### config.mk
export PLATFORM = sky130hd
export DESIGN_NAME = etcpu_inst_loader
export DESIGN_NICKNAME = d
export VERILOG_FILES = /design/src/rtl/etcpu_inst_loader.sv
export SDC_FILE = /design/constraint.sdc
export NUM_CORES = 1
export LEC_CHECK = 0
export ABC_AREA = 1
export CORE_UTILIZATION = 25
export CTS_CLUSTER_DIAMETER = 80
export DETAILED_ROUTE_END_ITERATION = 6
export PLACE_DENSITY_LB_ADDON = 0.1
export SKIP_LAST_GASP = 1
export SYNTH_ARGS = -nofsm -noshare
export SYNTH_HDL_FRONTEND = slang
export SYNTH_SLANG_ARGS = --single-unit
### constraint.sdc
create_clock -name clk -period 3.4 [get_ports clk]
set_input_delay 0.51 -clock clk [delete_from_list [all_inputs] [get_ports clk]]
set_output_delay 0.51 -clock clk [all_outputs]
set_load 0.01 [all_outputs]
### src/rtl/etcpu_inst_loader.sv
`default_nettype none
// ============================================================================
// etcpu_inst_loader: packs a boot byte stream into 32-bit words, writes them
// to instruction memory and sequences the CPU reset around the load.
// Revision: 1.0
// ============================================================================

module etcpu_inst_loader #(
  parameter int DAT_W    = 32,
  parameter int DEPTH    = 32,
  parameter int ADD_W    = 32,
  parameter int RST_HOLD = 4
) (
  input  logic             clk,
  input  logic             rst,
  input  logic             load_req,
  input  logic             s_valid,
  output logic             s_ready,
  input  logic [7:0]       s_byte,
  input  logic             s_last,
  output logic             inst_mem_wr_wen,
  output logic [ADD_W-1:0] inst_mem_wr_addr,
  output logic [DAT_W-1:0] inst_mem_wr_dat,
  output logic             rst_n_cpu,
  output logic             busy,
  output logic             done,
  output logic             err,
  output logic [ADD_W-1:0] word_cnt
);

  localparam int c_HC_W = (RST_HOLD > 1) ? $clog2(RST_HOLD) : 1;

  typedef enum logic [2:0] {
    S_IDLE  = 3'd0,
    S_LOAD  = 3'd1,
    S_DRAIN = 3'd2,
    S_HOLD  = 3'd3,
    S_RUN   = 3'd4
  } state_t;

  state_t             r_state, w_state_nxt;
  logic [1:0]         r_byte_idx, w_byte_idx_nxt;
  logic [DAT_W-1:0]   r_pack, w_pack_nxt;
  logic [ADD_W-1:0]   r_word_cnt, w_word_cnt_nxt;
  logic [c_HC_W-1:0]  r_hold_cnt, w_hold_cnt_nxt;
  logic               r_err, w_err_nxt;
  logic               r_wen, w_wen_nxt;
  logic [ADD_W-1:0]   r_addr, w_addr_nxt;
  logic [DAT_W-1:0]   r_dat, w_dat_nxt;
  logic               r_s_ready, r_busy, r_done, r_rst_n_cpu;

  logic               w_hs;
  logic               w_complete;
  logic               w_full;
  logic [DAT_W-1:0]   w_ins;

  assign w_hs       = s_valid & r_s_ready;
  assign w_complete = w_hs & ((r_byte_idx == 2'd3) | s_last);
  assign w_full     = (r_word_cnt == ADD_W'(DEPTH));
  // Current byte merged into the little-endian pack register
  assign w_ins      = r_pack | (DAT_W'(s_byte) << {r_byte_idx, 3'b000});

  always_comb begin
    w_state_nxt    = r_state;
    w_byte_idx_nxt = r_byte_idx;
    w_pack_nxt     = r_pack;
    w_word_cnt_nxt = r_word_cnt;
    w_hold_cnt_nxt = r_hold_cnt;
    w_err_nxt      = r_err;
    w_wen_nxt      = 1'b0;
    w_addr_nxt     = r_addr;
    w_dat_nxt      = r_dat;
    case (r_state)
      S_IDLE, S_RUN: begin
        if (load_req) begin
          w_state_nxt    = S_LOAD;
          w_byte_idx_nxt = 2'd0;
          w_pack_nxt     = '0;
          w_word_cnt_nxt = '0;
          w_err_nxt      = 1'b0;
        end
      end
      S_LOAD: begin
        if (w_hs) begin
          w_byte_idx_nxt = r_byte_idx + 2'd1;
          w_pack_nxt     = w_ins;
        end
        if (w_complete) begin
          w_pack_nxt = '0;
          if (s_last && (r_byte_idx != 2'd3)) begin
            w_err_nxt = 1'b1;
          end
          if (w_full) begin
            w_err_nxt      = 1'b1;
            w_state_nxt    = s_last ? S_HOLD : S_DRAIN;
            w_hold_cnt_nxt = '0;
          end else begin
            w_wen_nxt      = 1'b1;
            w_addr_nxt     = r_word_cnt;
            w_dat_nxt      = w_ins;
            w_word_cnt_nxt = r_word_cnt + ADD_W'(1);
            if (s_last) begin
              w_state_nxt    = S_HOLD;
              w_hold_cnt_nxt = '0;
            end
          end
        end
      end
      S_DRAIN: begin
        if (w_hs && s_last) begin
          w_state_nxt    = S_HOLD;
          w_hold_cnt_nxt = '0;
        end
      end
      S_HOLD: begin
        if (r_hold_cnt == c_HC_W'(RST_HOLD - 1)) begin
          w_state_nxt = S_RUN;
        end else begin
          w_hold_cnt_nxt = r_hold_cnt + c_HC_W'(1);
        end
      end
      default: w_state_nxt = S_IDLE;
    endcase
  end

  // State-derived outputs are registered from the next state so they line up with it
  always_ff @(posedge clk) begin
    if (rst) begin
      r_state     <= S_IDLE;
      r_byte_idx  <= '0;
      r_pack      <= '0;
      r_word_cnt  <= '0;
      r_hold_cnt  <= '0;
      r_err       <= 1'b0;
      r_wen       <= 1'b0;
      r_addr      <= '0;
      r_dat       <= '0;
      r_s_ready   <= 1'b0;
      r_busy      <= 1'b0;
      r_done      <= 1'b0;
      r_rst_n_cpu <= 1'b0;
    end else begin
      r_state     <= w_state_nxt;
      r_byte_idx  <= w_byte_idx_nxt;
      r_pack      <= w_pack_nxt;
      r_word_cnt  <= w_word_cnt_nxt;
      r_hold_cnt  <= w_hold_cnt_nxt;
      r_err       <= w_err_nxt;
      r_wen       <= w_wen_nxt;
      r_addr      <= w_addr_nxt;
      r_dat       <= w_dat_nxt;
      r_s_ready   <= (w_state_nxt == S_LOAD) || (w_state_nxt == S_DRAIN);
      r_busy      <= (w_state_nxt == S_LOAD) || (w_state_nxt == S_DRAIN) ||
                     (w_state_nxt == S_HOLD);
      r_done      <= (w_state_nxt == S_RUN);
      r_rst_n_cpu <= (w_state_nxt == S_RUN);
    end
  end

  assign s_ready          = r_s_ready;
  assign inst_mem_wr_wen  = r_wen;
  assign inst_mem_wr_addr = r_addr;
  assign inst_mem_wr_dat  = r_dat;
  assign rst_n_cpu        = r_rst_n_cpu;
  assign busy             = r_busy;
  assign done             = r_done;
  assign err              = r_err;
  assign word_cnt         = r_word_cnt;

endmodule

`default_nettype wire

Word level (Yosys, flattened, before mapping)
Cells that the tools add are included.
- output and inout bits: 102
- flip-flop bits (word level): 140
- input bits: 13
- eq/ne operators: 21
- bitwise gates (word level): 7
- reduce and logical (&&, ||, !) cells: 15
- add/sub/neg operators: 3
- mux-type cells: 30
- shift operators: 1
- operator list (operator ; number):
    32-bit 2-to-1 mux ; 5
    32-bit one-hot mux with 2 select lines ; 2
    32-bit by 1-bit adder with 32-bit output, second input constant ; 1
    32-bit by 6-bit equality test with 1-bit output, second input constant ; 1
    32-bit OR ; 1
    8-bit by 5-bit left shift with 32-bit output ; 1
    3-bit 2-to-1 mux ; 6
    2-bit 2-to-1 mux ; 7
    2-bit != test, second input constant ; 7
    3-bit by 2-bit equality test with 1-bit output, second input constant ; 4
    3-bit one-hot mux with 4 select lines ; 1
    3-bit != test, second input constant ; 3
    3-bit AND reduction ; 3
    4-bit AND reduction ; 2
    3-bit by 1-bit equality test with 1-bit output, second input constant ; 2
    3-bit equality test, second input constant ; 2
    1-bit 2-to-1 mux ; 6
    2-bit one-hot mux with 3 select lines ; 1
    5-bit AND reduction ; 1
    2-bit by 1-bit adder with 2-bit output, second input constant ; 2
    2-bit equality test, second input constant ; 2
    2-bit one-hot mux with 2 select lines ; 1
    3-bit zero test ; 1
    1-bit NOT ; 3
    9 further kinds ; 12

Depth between registers and ports, before layout
Gate-level depths: netlist (run 1).
- depth in word-level cells: 8
- mapped depth: 12

Worst setup path after synthesis (run 1)
Ideal clock, no wire load.
- path kind: reg-to-reg
- start point: register r_word_cnt[0], in the netlist word_cnt[0]
- end point: register r_addr[11], in the netlist inst_mem_wr_addr[11]
- period minus slack after synthesis: 1.799 ns
- path slack: 1.601 ns
- cell stages (with the launch flop): 11
- setup time: 0.128 ns
- required time: 3.272 ns
- data arrival time: 1.671 ns
- buffers on the path: 1
- path through: dfxtp_1 inv_2 ha_1 nor3b_1 nand2_1 nor2_4 nand2_4 nand2_8 inv_2 clkbuf_1 a21oi_1
- cells in the longest elaborated chain, start to end: 3
- RTL lines (element ; line ; RTL):
    start: declaration ; 44 ; logic [ADD_W-1:0] r_word_cnt, w_word_cnt_nxt;
    start signal: assignment ; 146 ; r_word_cnt <= w_word_cnt_nxt;
    32-bit by 6-bit equality test with 1-bit output ; 59 ; assign w_full = (r_word_cnt == ADD_W'(DEPTH));
    1-bit NOT (no line) ; -- ;
    3-bit AND reduction (no line) ; -- ;
    end signal: assignment ; 150 ; r_addr <= w_addr_nxt;
    end: declaration ; 48 ; logic [ADD_W-1:0] r_addr, w_addr_nxt;
No other way between the ends.
A chain may end at the register's enable or synchronous reset.

Worst setup path after layout (run 1)
- start point: register r_byte_idx[0]
- end point: register r_dat[0], in the netlist inst_mem_wr_dat[0]
- cells in the longest elaborated chain, start to end: 4
- elaborated cells between the ends (all ways): 6
- classes of those cells: 1 x eq/ne; 1 x shift; 3 x bitwise; 1 x reduce/logical
- RTL lines (element ; line ; RTL):
    start: declaration ; 42 ; logic [1:0] r_byte_idx, w_byte_idx_nxt;
    start signal: assignment ; 144 ; r_byte_idx <= w_byte_idx_nxt;
    2-bit equality test ; 58 ; assign w_complete = w_hs & ((r_byte_idx == 2'd3) | s_last);
    1-bit OR ; 58 ;
    1-bit AND ; 58 ;
    3-bit AND reduction (no line) ; -- ;
    end signal: assignment ; 151 ; r_dat <= w_dat_nxt;
    end: declaration ; 49 ; logic [DAT_W-1:0] r_dat, w_dat_nxt;
Parallel ways exist; a longest one is shown, timed or not.

==> results of run 1 <==
## routing by layer
layer	up-vias	share of wire [%]	global-route usage [%]	wire [um]
met5	-	0	0	0
li1	3265	-	-	-
met3	23	4.8	3.06	1070
met1	2867	52	25.8	11700
met2	156	42	25.7	9370
met4	0	1.2	5.10	271
## path summary, 6_finish.rpt
| path | from | to |
|---|---|---|
| min reg2reg | r_pack[5] | r_pack[5] |
| max reg2reg | r_byte_idx[0] | inst_mem_wr_dat[0] |
| min | r_pack[5] | r_pack[5] |
| max | r_byte_idx[0] | inst_mem_wr_dat[0] |
## cells in the mapped netlist (2+ instances only)
master	n	area [um^2]
o21ai_1	2	10.0
o21bai_1	32	240
nand3_1	58	290
clkbuf_1	25	93.8
dfxtp_1	140	2800
nor2_4	3	33.8
nor2_2	2	12.5
xor2_1	10	87.6
o21ai_0	65	325
clkinv_1	2	7.51
a211oi_1	5	37.5
a21oi_1	103	515
inv_1	41	154
buf_6	2	22.5
buf_4	2	15.0
buf_2	20	100
ha_1	4	50.1
nor3_1	3	15.0
nor2_1	162	608
nand2_1	242	908
inv_2	16	60.1
## cells by family (layout without fill, tap and decap cells)
family                     Yosys count  count (layout)
DFF                                140             140
adders and majority gates            4               4
buffers and inverters              110             219
and+or+nand+nor                    475             475
AOI/OAI and AO/OA                  210             210
xor gates and xnor gates            10              10
## layout by cell type, fill, tap and decap left out, drive strengths merged, types with 15 or more instances in the layout
master / Yosys / layout
nand2: 245 / 245
o21ai: 68 / 68
a21oi: 103 / 103
nand3: 58 / 58
o21bai: 32 / 32
nor2: 167 / 167
inv: 57 / 68
buf: 25 / 15
clkdlybuf4s50: 0 / 113
clkbuf: 26 / 17
dfxtp: 140 / 140
## worst min-delay path: stages, from the launching register on
cell and delay [ns]:
dfxtp_1 0.31, nand2_1 0.06, a21oi_1 0.05
## power breakdown
part	leakage (nW)	internal [mW]	total [mW]	switching [mW]
sequential	1.13	1.67	1.69	0.0206
combinational	1.55	0.105	0.321	0.216
clock	0.290	0.989	1.88	0.893
total	2.97	2.76	3.89	1.13
## registers in the layout, summed over array words and instances (netlist names), 2 cells and up
register          flops
r_state               3
r_byte_idx            2
r_hold_cnt            2
inst_mem_wr_addr     32
inst_mem_wr_dat      32
r_pack               32
word_cnt             32
## area by class of cell
class | instances | area [um^2] | share of cell area [%]
flip-flops and latches | 140 | 2800 | 33.0
clock buffers | 17 | 425 | 5.01
multi-input cells | 699 | 3210 | 37.8
clock inverters | 15 | 164 | 1.93
inverters | 59 | 221 | 2.61
repair buffers | 128 | 1250 | 14.8
well taps | 330 | 413 | 4.86
==> impl_metrics.ini, run 1 <==
[outcome]
status = completed

[timing]
slew_violations = 0
worst_pin_slew_ns = 0.766
rsz0062_at_grt = no
min_period_ns = 2.43
setup_tns_ns = 0
finalSetupViolations = 0
layout_setup_ws_ns = 0.969
hold_viol_final = 0
maxSlewHeadroom_pct = 48.9
fmax_mhz = 411
fin_skew_ns = 0.0116
fin_hold_ws_ns = 0.452
period_share_pct = 71.5

[logic_synthesis]
synth_edf_count = 0
synth_top_family_by_area = simple AND/OR/NAND/NOR gates
synth_compound_gate_area_share_pct = 17.9
ys_seq_area_share_pct = 43.3
synthMuxAreaShare_pct = 0
synth_flop_cell = dfxtp_1
ys_seq_elements = 140
synth_cell_types = 31
synth_area_per_cell_um2 = 6.83
synth-xor-area-share_pct = 1.35
synthSimpleGateAreaFrac_pct = 29.6
synth_cells = 949
yosys_warnings = 0
syn_area_um2 = 6480
async_reset_ff_share_pct = 0
synth_nets = 966
synthAdderAreaFrac_pct = 0.772

[routing]
routed_wl_um = 22400
drt_iter0_drc = 349
post_drt_wl_per_cell_um = 16.1
route.detailed.drc = 0
drtPass1Iterations = 5
vias = 6311
avgViaCountPerCell = 4.55
antenna_left = 0

[clock_network]
worstSkewPairLatency_ns = 0.44
clock-root-buffer = clkbuf_16
tritoncts = yes
numCtsBuffers = 17
cts.sinks = 140
ctsResizeCount = 0
hold_buffers = 0
cts_setup_buffers = 0
cts.reportedPaths.clkPinSlew_ns = 0.07
htree_num_levels = 4
clockBufferDepth = 2

[global_routing]
grt_max_degree = 100
grt_pass1_wl_um = 35300
grt_antenna_before_repair = 0
overflow = 0
grt_pass1_vias = 6026
grtUsageTotal_pct = 17.5

[setup_path]
cp_max_fo = 99
crit_chain = ha_1 > inv_1 > a21oi_1 > inv_1 > nor2_4 > nand2_8 > inv_2 > buf_12 > o21ai_0 > a21oi_1
cp_slowest_stage_delay_ns = 0.59
worst-path-buf-inv = 4
r2r_cells = 10
crit_family = buffers and inverters
critical_path_class = flip-flop to flip-flop
cp.required_ns = 3.77
critPathArrivalTime_ns = 2.80
endpoint_kind = flip-flop
worst-r2r-setup-slack_ns = 0.97
cp_slowest_cell = dfxtp_1
critPathLaunchType = flip-flop
cp.depth = 10

[place]
place_congestion = 0.825
dp_cells = 1356
pre_cts_slack_ns = 0.784
dpl_cell_area_um2 = 7910
port_buffers = 114
dpl.hpwl_um = 15700

[run]
cap_violations = 0

[finish]
final_cells = 1388
num_antenna_cells = 0
area_delta_synth_final_pct = 31.1
fill_cells = 2759
utilization_pct = 33.5
finalNetCount = 1062
drive_gt1_share_pct = 6.90
stdcell_area_um2 = 8490

[floorplan]
io_pins = 115
rows = 58
coreArea_um2 = 25300
die_area_um2 = 26600
start_util_pct = 25.6
die_h_um = 163
die_w_um = 163

[power_and_ir_drop]
p_per_area_nw_per_um2 = 458
ir_worst_vdd_mv = 0.245
p_leak_nw = 2.97
power.total_mw = 3.89

[min_path]
hold_depth = 2
hp-class = flip-flop to flip-flop
No activity file was read; power rests on OpenSTA's default activity.
==> run 2, diff against run 1 <==
==> constraint.sdc (replaced) <==
create_clock -name clk -period 2.2 [get_ports clk]
set_input_delay 0.33 -clock clk [delete_from_list [all_inputs] [get_ports clk]]
set_output_delay 0.33 -clock clk [all_outputs]
set_load 0.01 [all_outputs]
==> run 2 against run 1 <==
Compared with the run above:
- via count grew 1.3%
- worst setup slack lost 0.71 ns
- total power grew 55%
- clock skew is essentially flat
- first-iteration DRC count grew 9.2%
- combinational power grew 65%
- utilization grew 1.1 points
- global-route usage grew 0.40 points
- sequential share of layout area shrank 1.0 points
- critical path type unchanged
- largest cell class unchanged
==> impl_metrics.ini, run 2 (same netlist as run 1, synthesis figures left out) <==
[clock_network]
cts.sinks = 140
cts_setup_buffers = 0
tritoncts = yes
htree_num_levels = 4
cts.reportedPaths.clkPinSlew_ns = 0.07
numCtsBuffers = 17
hold_buffers = 0
clockBufferDepth = 2
clock-root-buffer = clkbuf_16
worstSkewPairLatency_ns = 0.43
ctsResizeCount = 0

[timing]
hold_viol_final = 0
rsz0062_at_grt = no
fin_skew_ns = 0.0117
finalSetupViolations = 0
worst_pin_slew_ns = 0.682
min_period_ns = 1.95
maxSlewHeadroom_pct = 54.5
layout_setup_ws_ns = 0.255
fin_hold_ws_ns = 0.377
period_share_pct = 88.4
slew_violations = 0
setup_tns_ns = 0
fmax_mhz = 514

[outcome]
status = completed

[routing]
post_drt_wl_per_cell_um = 16.1
vias = 6393
routed_wl_um = 22900
avgViaCountPerCell = 4.50
drtPass1Iterations = 5
drt_iter0_drc = 381
route.detailed.drc = 0
antenna_left = 0

[setup_path]
cpMostUsedCell = nand2_1
worst-path-buf-inv = 3
cp_max_fo = 55
crit_family = simple AND/OR/NAND/NOR gates
crit_chain = inv_1 > nand2_1 > nor2_1 > nand2_1 > nor2_4 > nand2_4 > nand2_8 > inv_2 > buf_12 > o21ai_0 > a21oi_1
endpoint_kind = flip-flop
rr_endpoint = inst_mem_wr_addr[14]
r2r-start = word_cnt[10]
cp.required_ns = 2.51
worst-r2r-setup-slack_ns = 0.25
critPathLaunchType = flip-flop
cp_slowest_cell = dfxtp_1
cp_slowest_stage_delay_ns = 0.36
critical_path_class = flip-flop to flip-flop
critPathArrivalTime_ns = 2.25
r2r_cells = 11

[place]
dpl.hpwl_um = 16500
dp_cells = 1388
port_buffers = 114
place_congestion = 0.828
pre_cts_slack_ns = 0.164

[global_routing]
overflow = 0
grtUsageTotal_pct = 17.9
grt_antenna_before_repair = 0
grt_pass1_vias = 6068
grt_pass1_wl_um = 36000
grt_max_degree = 56

[floorplan]
die_area_um2 = 26600
rows = 58
io_pins = 115
coreArea_um2 = 25300
start_util_pct = 25.6
die_w_um = 163
die_h_um = 163

[finish]
drive_gt1_share_pct = 9.63
final_common_cell = nand2_1
area_delta_synth_final_pct = 35.4
finalNetCount = 1094
utilization_pct = 34.6
final_cells = 1420
num_antenna_cells = 0
most-common-layout-cells = 242 x nand2_1, 162 x nor2_1, 140 x dfxtp_1, 113 x clkdlybuf4s50_1, 103 x a21oi_1

[power_and_ir_drop]
p_per_area_nw_per_um2 = 686
p_int_mw = 4.36
pwr-share-clk_pct = 47.9
swShare_pct = 27.6
power_frac_seq_pct = 43.3
combinationalPowerShare_pct = 8.8
ir_worst_vdd_mv = 0.417
p_leak_nw = 3.14
switchingPower_mw = 1.66

[min_path]
hold_end = r_hold_cnt[0]
hold_depth = 4
hp-class = input port to flip-flop
hold_start = rst

[run]
cap_violations = 0
run 2: changes by cell type in the layout (fill, tap and decap cells not counted), sizes merged:
cell,change
buf,+32
clkinvlp,+5
clkinv,-4
inv,-2
bufinv,+1
run 2: how the worst max path moves through the flow:
stage / from / to / slack [ns] / cells past startpoint
final: word_cnt[10] / inst_mem_wr_addr[14] / 0.25 / 11
after global routing: word_cnt[10] / inst_mem_wr_addr[10] / 0.07 / 11
after CTS: word_cnt[10] / inst_mem_wr_addr[14] / 0.22 / 11
after detailed placement: load_req / r_pack[30] / 0.16 / 8
after global placement: s_valid / inst_mem_wr_dat[25] / 0.19 / 9
after floorplan: word_cnt[0] / inst_mem_wr_addr[11] / 0.40 / 10
run 2: cell type report:
type / instances / area [um^2]
clock buffer: 17 / 425
clock inverter: 15 / 151
fill: 2744 / 16600
inverter: 59 / 221
multi-input combinational: 699 / 3210
sequential: 140 / 2800
tap: 330 / 413
timing repair buffer: 160 / 1540
run 2: layer usage:
metal,vias up,routed length (um),global-route usage (%)
li1,3329,-,-
met1,2908,11900,26.2
met2,140,9780,26.8
met3,16,916,3.06
met4,0,231,4.59
met5,-,0,0
run 2: worst register-to-register path, cell delays in order, from the launching register on:
cell and delay, ns:
dfxtp_1 0.36, inv_1 0.16, nand2_1 0.07, nor2_1 0.22, nand2_1 0.13, nor2_4 0.16
nand2_4 0.10, nand2_8 0.10, inv_2 0.07, buf_12 0.17, o21ai_0 0.23, a21oi_1 0.05
run 2: power by group through the flow:
stage | combinational [mW] | clock, mW | sequential [mW]
finish | 0.529 | 2.88 | 2.61
global route | 0.586 | 3.08 | 2.61
CTS | 0.535 | 2.97 | 2.60
detailed placement | 0.533 | 0 | 2.66
global placement | 0.533 | 0 | 2.66
floorplan | 0.285 | 0 | 2.67
run 2: stage by stage:
step           cell area, um^2  power (mW)
2_1_floorplan             6480        2.96
3_3_place_gp              8200        3.20
3_5_place_dp              8200        3.20
4_1_cts                   8770        6.11
5_1_grt                   8770        6.28
6_report                  8770        6.02
